===== config.mk =====
export PLATFORM = sky130hd
export DESIGN_NAME = hazard_stall_ctrl
export DESIGN_NICKNAME = d
export VERILOG_FILES = /design/src/rtl/hazard_stall_ctrl_pkg.sv /design/src/rtl/hazard_load_use_cmp.sv /design/src/rtl/hazard_stall_ctrl.sv
export SDC_FILE = /design/constraint.sdc
export NUM_CORES = 1
export LEC_CHECK = 0
export ABC_AREA = 1
export CAP_MARGIN = 20
export CORE_AREA = 2 2 39 41
export CTS_CLUSTER_SIZE = 24
export DETAILED_ROUTE_END_ITERATION = 8
export DIE_AREA = 0 0 41 43
export DONT_BUFFER_PORTS = 1
export PLACE_DENSITY = 0.52
export SLEW_MARGIN = 40
export SYNTH_ARGS = -nofsm -noshare
export SYNTH_HDL_FRONTEND = slang
export SYNTH_SLANG_ARGS = --single-unit

===== constraint.sdc =====
create_clock -name clk -period 1.2 [get_ports clk]
set_clock_uncertainty 0.1 [all_clocks]
set_input_delay 0.06 -clock clk [delete_from_list [all_inputs] [get_ports clk]]
set_output_delay 0.06 -clock clk [all_outputs]
set_load 0.1 [all_outputs]

===== src/rtl/hazard_stall_ctrl_pkg.sv =====
// Shared definitions for the hazard/stall controller and the pipeline buffers
// that sit around it: state encodings, the register-address width default and
// a small constant helper used for sizing counters.
package hazard_stall_ctrl_pkg;

    // Register-address width shared with the ID/EX and EX/MEM buffers.
    localparam int REG_ADDR_W_DEFAULT = 4;

    // Controller states. The encodings are fixed so that waveforms and the
    // neighbouring buffers can decode them directly.
    typedef enum logic [1:0] {
        ST_RUN   = 2'd0,
        ST_LU    = 2'd1,
        ST_FLUSH = 2'd2,
        ST_RET   = 2'd3
    } hazard_state_e;

    // Larger of two integers, for sizing counters at elaboration time.
    function automatic int maxInt(input int a, input int b);
        return (a > b) ? a : b;
    endfunction

endpackage


===== src/rtl/hazard_load_use_cmp.sv =====
// Combinational load-use detector. Flags the case where the instruction in EX
// is a load whose destination is read as an operand by the instruction in ID.
// Kept separate so the forwarding unit can reuse the same compare.
module hazard_load_use_cmp
    import hazard_stall_ctrl_pkg::*;
#(
    parameter int ADDR_W = REG_ADDR_W_DEFAULT
) (
    input  logic              mem_read_i,
    input  logic              reg_write_i,
    input  logic [ADDR_W-1:0] dest_addr_i,
    input  logic [ADDR_W-1:0] src_addr_i,
    input  logic [ADDR_W-1:0] dst_addr_i,
    input  logic              uses_src_i,
    input  logic              uses_dst_i,
    output logic              load_use_o
);

    logic srcMatch;
    logic dstMatch;

    // Exact compare over every address bit; no register gets special treatment,
    // so a load into register 0 still stalls a dependent reader.
    assign srcMatch   = uses_src_i && (src_addr_i == dest_addr_i);
    assign dstMatch   = uses_dst_i && (dst_addr_i == dest_addr_i);
    assign load_use_o = mem_read_i && reg_write_i && (srcMatch || dstMatch);

endmodule


===== src/rtl/hazard_stall_ctrl.sv =====
// Hazard/stall controller beside the ID/EX buffer. Looks at the EX-stage copy
// of the control fields and the instruction now in ID, and drives the PC and
// IF/ID write-enables plus the IF/ID and ID/EX flushes for three situations:
// a load-use bubble, a taken-branch flush and the multi-cycle RET/RTI drain.
module hazard_stall_ctrl
    import hazard_stall_ctrl_pkg::*;
#(
    parameter int REG_ADDR_W = REG_ADDR_W_DEFAULT,
    parameter int FLUSH_CYC  = 2,
    parameter int RET_CYC    = 3
) (
    input  logic                  clk,
    input  logic                  rst_n,
    input  logic                  ex_mem_read_i,
    input  logic                  ex_reg_write_i,
    input  logic [REG_ADDR_W-1:0] ex_dest_addr_i,
    input  logic [REG_ADDR_W-1:0] id_src_addr_i,
    input  logic [REG_ADDR_W-1:0] id_dst_addr_i,
    input  logic                  id_uses_src_i,
    input  logic                  id_uses_dst_i,
    input  logic                  ex_branch_taken_i,
    input  logic                  ex_ret_i,
    output logic                  pc_write_o,
    output logic                  ifid_write_o,
    output logic                  ifid_flush_o,
    output logic                  idex_flush_o,
    output logic                  busy_o
);

    // Counter is just wide enough for the longer of the two multi-cycle
    // sequences; it only ever counts down to 1, so it never wraps.
    localparam int CNT_W = $clog2(maxInt(FLUSH_CYC, RET_CYC) + 1);
    localparam logic [CNT_W-1:0] FLUSH_LOAD = CNT_W'(FLUSH_CYC - 1);
    localparam logic [CNT_W-1:0] RET_LOAD   = CNT_W'(RET_CYC - 1);
    localparam logic [CNT_W-1:0] CNT_ONE    = CNT_W'(1);
    localparam logic [CNT_W-1:0] CNT_ZERO   = '0;

    hazard_state_e    state_q;
    hazard_state_e    state_d;
    logic [CNT_W-1:0] count_q;
    logic [CNT_W-1:0] count_d;

    logic loadUse;
    logic pcWrite;
    logic ifidWrite;
    logic ifidFlush;
    logic idexFlush;

    hazard_load_use_cmp #(
        .ADDR_W (REG_ADDR_W)
    ) u_load_use_cmp (
        .mem_read_i  (ex_mem_read_i),
        .reg_write_i (ex_reg_write_i),
        .dest_addr_i (ex_dest_addr_i),
        .src_addr_i  (id_src_addr_i),
        .dst_addr_i  (id_dst_addr_i),
        .uses_src_i  (id_uses_src_i),
        .uses_dst_i  (id_uses_dst_i),
        .load_use_o  (loadUse)
    );

    // Output decode and next-state logic. A taken branch always wins, then
    // RET, then load-use; the flush and drain sequences ignore load-use because
    // the instructions they hold are being squashed anyway.
    always_comb begin
        pcWrite   = 1'b1;
        ifidWrite = 1'b1;
        ifidFlush = 1'b0;
        idexFlush = 1'b0;
        state_d   = state_q;
        count_d   = count_q;

        unique case (state_q)
            ST_RUN, ST_LU: begin
                if (ex_branch_taken_i) begin
                    ifidFlush = 1'b1;
                    idexFlush = 1'b1;
                    if (FLUSH_CYC > 1) begin
                        state_d = ST_FLUSH;
                        count_d = FLUSH_LOAD;
                    end else begin
                        state_d = ST_RUN;
                        count_d = CNT_ZERO;
                    end
                end else if (ex_ret_i) begin
                    pcWrite   = 1'b0;
                    ifidWrite = 1'b0;
                    idexFlush = 1'b1;
                    if (RET_CYC > 1) begin
                        state_d = ST_RET;
                        count_d = RET_LOAD;
                    end else begin
                        state_d = ST_RUN;
                        count_d = CNT_ZERO;
                    end
                end else if ((state_q == ST_RUN) && loadUse) begin
                    pcWrite   = 1'b0;
                    ifidWrite = 1'b0;
                    idexFlush = 1'b1;
                    state_d   = ST_LU;
                    count_d   = CNT_ZERO;
                end else begin
                    state_d = ST_RUN;
                    count_d = CNT_ZERO;
                end
            end

            ST_FLUSH: begin
                ifidFlush = 1'b1;
                idexFlush = 1'b1;
                if (ex_branch_taken_i && (FLUSH_CYC > 1)) begin
                    count_d = FLUSH_LOAD;
                end else if (count_q <= CNT_ONE) begin
                    state_d = ST_RUN;
                    count_d = CNT_ZERO;
                end else begin
                    count_d = count_q - CNT_ONE;
                end
            end

            ST_RET: begin
                if (ex_branch_taken_i) begin
                    ifidFlush = 1'b1;
                    idexFlush = 1'b1;
                    if (FLUSH_CYC > 1) begin
                        state_d = ST_FLUSH;
                        count_d = FLUSH_LOAD;
                    end else begin
                        state_d = ST_RUN;
                        count_d = CNT_ZERO;
                    end
                end else begin
                    pcWrite   = 1'b0;
                    ifidWrite = 1'b0;
                    idexFlush = 1'b1;
                    if (count_q <= CNT_ONE) begin
                        state_d = ST_RUN;
                        count_d = CNT_ZERO;
                    end else begin
                        count_d = count_q - CNT_ONE;
                    end
                end
            end

            default: begin
                state_d = ST_RUN;
                count_d = CNT_ZERO;
            end
        endcase
    end

    // State and counter registers; reset drops straight back to RUN so any
    // stall or flush in progress is abandoned immediately.
    always_ff @(posedge clk or negedge rst_n) begin
        if (!rst_n) begin
            state_q <= ST_RUN;
            count_q <= CNT_ZERO;
        end else begin
            state_q <= state_d;
            count_q <= count_d;
        end
    end

    assign pc_write_o   = pcWrite;
    assign ifid_write_o = ifidWrite;
    assign ifid_flush_o = ifidFlush;
    assign idex_flush_o = idexFlush;
    assign busy_o       = (state_q != ST_RUN);

endmodule


==> summary.txt <==
Status
  – Outcome: finished with violations
  – Violated checks: negative setup slack

STA
  – RSZ-0062 raised after global routing: true
  – Fin Hold WS: between 15 and 20 ps
  – Slew Limit Fails: 0
  – Final count of hold timing violations: 0
  – Slew headroom: around 78%
  – Final setup fails: 6
  – Final worst-path setup slack: -317.0 ps
  – Worst Tran Pin Value: between 300 and 400 ps
  – FMAX: ~660 MHz
  – Tcrit/Tclk final: 126.4%
  – Period minus WS final: 1517 ps

Finish
  – Fin area: a little over 600 um2
  – Non-filler instance count after layout: 98
  – Layout cells sized above 1: 35.37%
  – Multi-input logic area: roughly 270 um2
  – Area delta synth->final: 65.55%
  – Fill cell count: about 150
  – Total Nets Final: approximately 100
  – Ant diodes: 0
  – Post-layout util: 44.76%
  – Seq. cell area: around 100 um2

Place
  – Dpl ws: -157.1 ps
  – PortBufs: 0
  – RePlAce Congestion: 0.7364
  – HPWL Detailed: 712.3 um
  – Inst Count DP: a little under 90
  – Post-DP Area: ~470 um2

Critical path
  – Critical path arrival: between 1000 and 1500 ps
  – CP startpoint kind: register
  – CP Data Required Time: around 1000 ps
  – Max FO, Critical Path: 2
  – R2r worst-path depth: 9
  – CP Class: register to primary output
  – Worst setup EP type: primary output

Clock tree
  – Root buf cell: clkbuf_4
  – Clk sinks: 4
  – CTS Buffer Depth: 2
  – Worst skew pair latency: approximately 230 ps
  – CTS tree: done
  – Clk pin slew, worst setup/hold paths: roughly 30 ps
  – Num CTS Buffers: 3
  – H-tree Lvls: 1

Floorplanning
  – # rows: 14
  – IO Count: 25
  – Core region area: 0.001384 mm2
  – Die area: between 0.0015 and 0.002 mm2
  – Die span in x: just over 40 um
  – Die height: around 43 um
  – Starting Density: 27.03%

Synth
  – Syn_nets: 86
  – Post-synth top area cell: dfrtp_1
  – Top post-synthesis cells by area: dfrtp_1, nand2_1, inv_1
  – Post-synthesis cell area: ~370 um2
  – Ys Warns: 0
  – Synth top area share: between 20% and 30%
  – Sequential-to-total area share from yosys stat: between 20 and 30%
  – Synth Register Bits: 4
  – Syn_area_per_cell: between 5 and 6 um2
  – Cells after Synth: 66
  – Distinct cells, synth: 15

Global route
  – Grt ovf: 0
  – Vias in the first global route: 410
  – Pin count of the biggest net entering global routing: 5
  – Global Route Usage Sum: around 13%
  – Initial antenna violation count: 0
  – First-pass GRT wire length: 1490 um

Route
  – DRT antenna net count: 0
  – Metal2 WL: ~460 um
  – Per-cell routed wire length: ~9.0 um
  – Total Routed Length: slightly below 900 um
  – DRC: 0
  – M1 WL: around 370 um
  – DRT Pass-1 Iters: 5
  – Initial drt markers: 3
  – Highest routing layer actually used: met4
  – Vias per cell: about 4.3
  – WL met3: between 40 and 50 um
  – Vias: approximately 420

Hold path
  – HP Class: input pin to register
  – Hold Path Cell Cnt: 4

Power
  – Peak supply drop: roughly 0.56 mV
  – Pleak: approximately 0.33 nW
  – Power per cell area: between 900 and 1000 mW/mm2

Run
  – Maxcap violations: 0
-- critical path: stages (launching register included) --
cell     delay [ps]
dfrtp_1         370
or2_4           260
nor2_4           80
nand2_2          70
buf_6           120
nand3_4         230
-- final timing paths --
kind                                         from                endpoint  slack, ps
max                        state_q[1]$_DFFE_PN0P_            idex_flush_o       -320
min                                      ex_ret_i  state_q[0]$_DFFE_PN0P_         20
max reg2reg                state_q[1]$_DFFE_PN0P_  state_q[0]$_DFFE_PN0P_       -250
min reg2reg                  count_q[0]$_DFF_PN0_    count_q[0]$_DFF_PN0_        370
max in group asynchronous                   rst_n  state_q[1]$_DFFE_PN0P_        310
min in group asynchronous                   rst_n    count_q[1]$_DFF_PN0_        530
-- cell type report --
class,count,area share [%]
flip-flops and latches,4,16.16
repair buffers,14,25.05
multi-input cells,47,43.03
well taps,16,3.232
clock buffers,3,3.636
inverters,14,8.889
-- synthesized netlist by cell type, drive strengths merged --
library cell	n
a21oi	1
buf	1
dfrtp	4
inv	14
nand2	27
nand3	6
nor2	8
o21ai	3
or2	1
xnor2	1
-- metal layers --
metal	vias up	global-route usage, %
met4	0	10.00
met3	2	3.141
met2	14	19.69
met5	-	0
met1	179	13.82
li1	229	-
-- state kept, by name, summed over array words and instances, names as in the netlist --
name and count:
count_q 2, state_q 2
-- kinds of logic (layout without fill, tap and decap cells) --
group                     after synthesis  in the layout  share of synthesized area (%)
buffers and inverters                  15             31                          16.05
and+or+nand+nor                        42             42                          49.50
xor gates and xnor gates                1              1                          2.342
AOI/OAI and AO/OA                       4              4                          5.349
DFF                                     4              4                          26.76
-- stage by stage --
stage | TNS (ps) | total power, mW
final | -1445 | 0.5592
after floorplan | -1157 | 0.3356
after global placement | -335.7 | 0.3533
after global routing | -1797 | 0.6051
after CTS | -1454 | 0.5721
after detailed placement | -459.9 | 0.3551
-- what timing repair did --
action                                  CTS  global route
hold buffers                              4             0
gates resized for setup                  12             2
setup buffers                             3             1
endpoints found under the setup margin    6             6
hold endpoints to repair                  8             0
pin swaps                                 5             2
-- cells in the final DEF, fill, tap and decap left out --
cell type,instances
a21oi_1,1
buf_12,2
buf_4,4
buf_6,4
clkbuf_4,3
dfrtp_1,4
dlygate4sd3_1,4
inv_1,10
inv_2,3
inv_4,1
nand2_1,22
nand2_2,4
nand2_8,1
nand3_1,4
nand3_2,1
nand3_4,1
nor2_1,5
nor2_2,2
nor2_4,1
o21ai_0,1
o21ai_1,1
o21ai_4,1
or2_4,1
xnor2_1,1
-- report_power, final --
part	switching (mW)	internal (mW)	leakage [nW]	total, mW
clock network	0.0479	0.111	0.0138	0.159
registers	0.00390	0.144	0.0497	0.148
logic	0.163	0.0893	0.271	0.252
total	0.215	0.344	0.335	0.559
No activity file was read; power rests on OpenSTA's default activity.
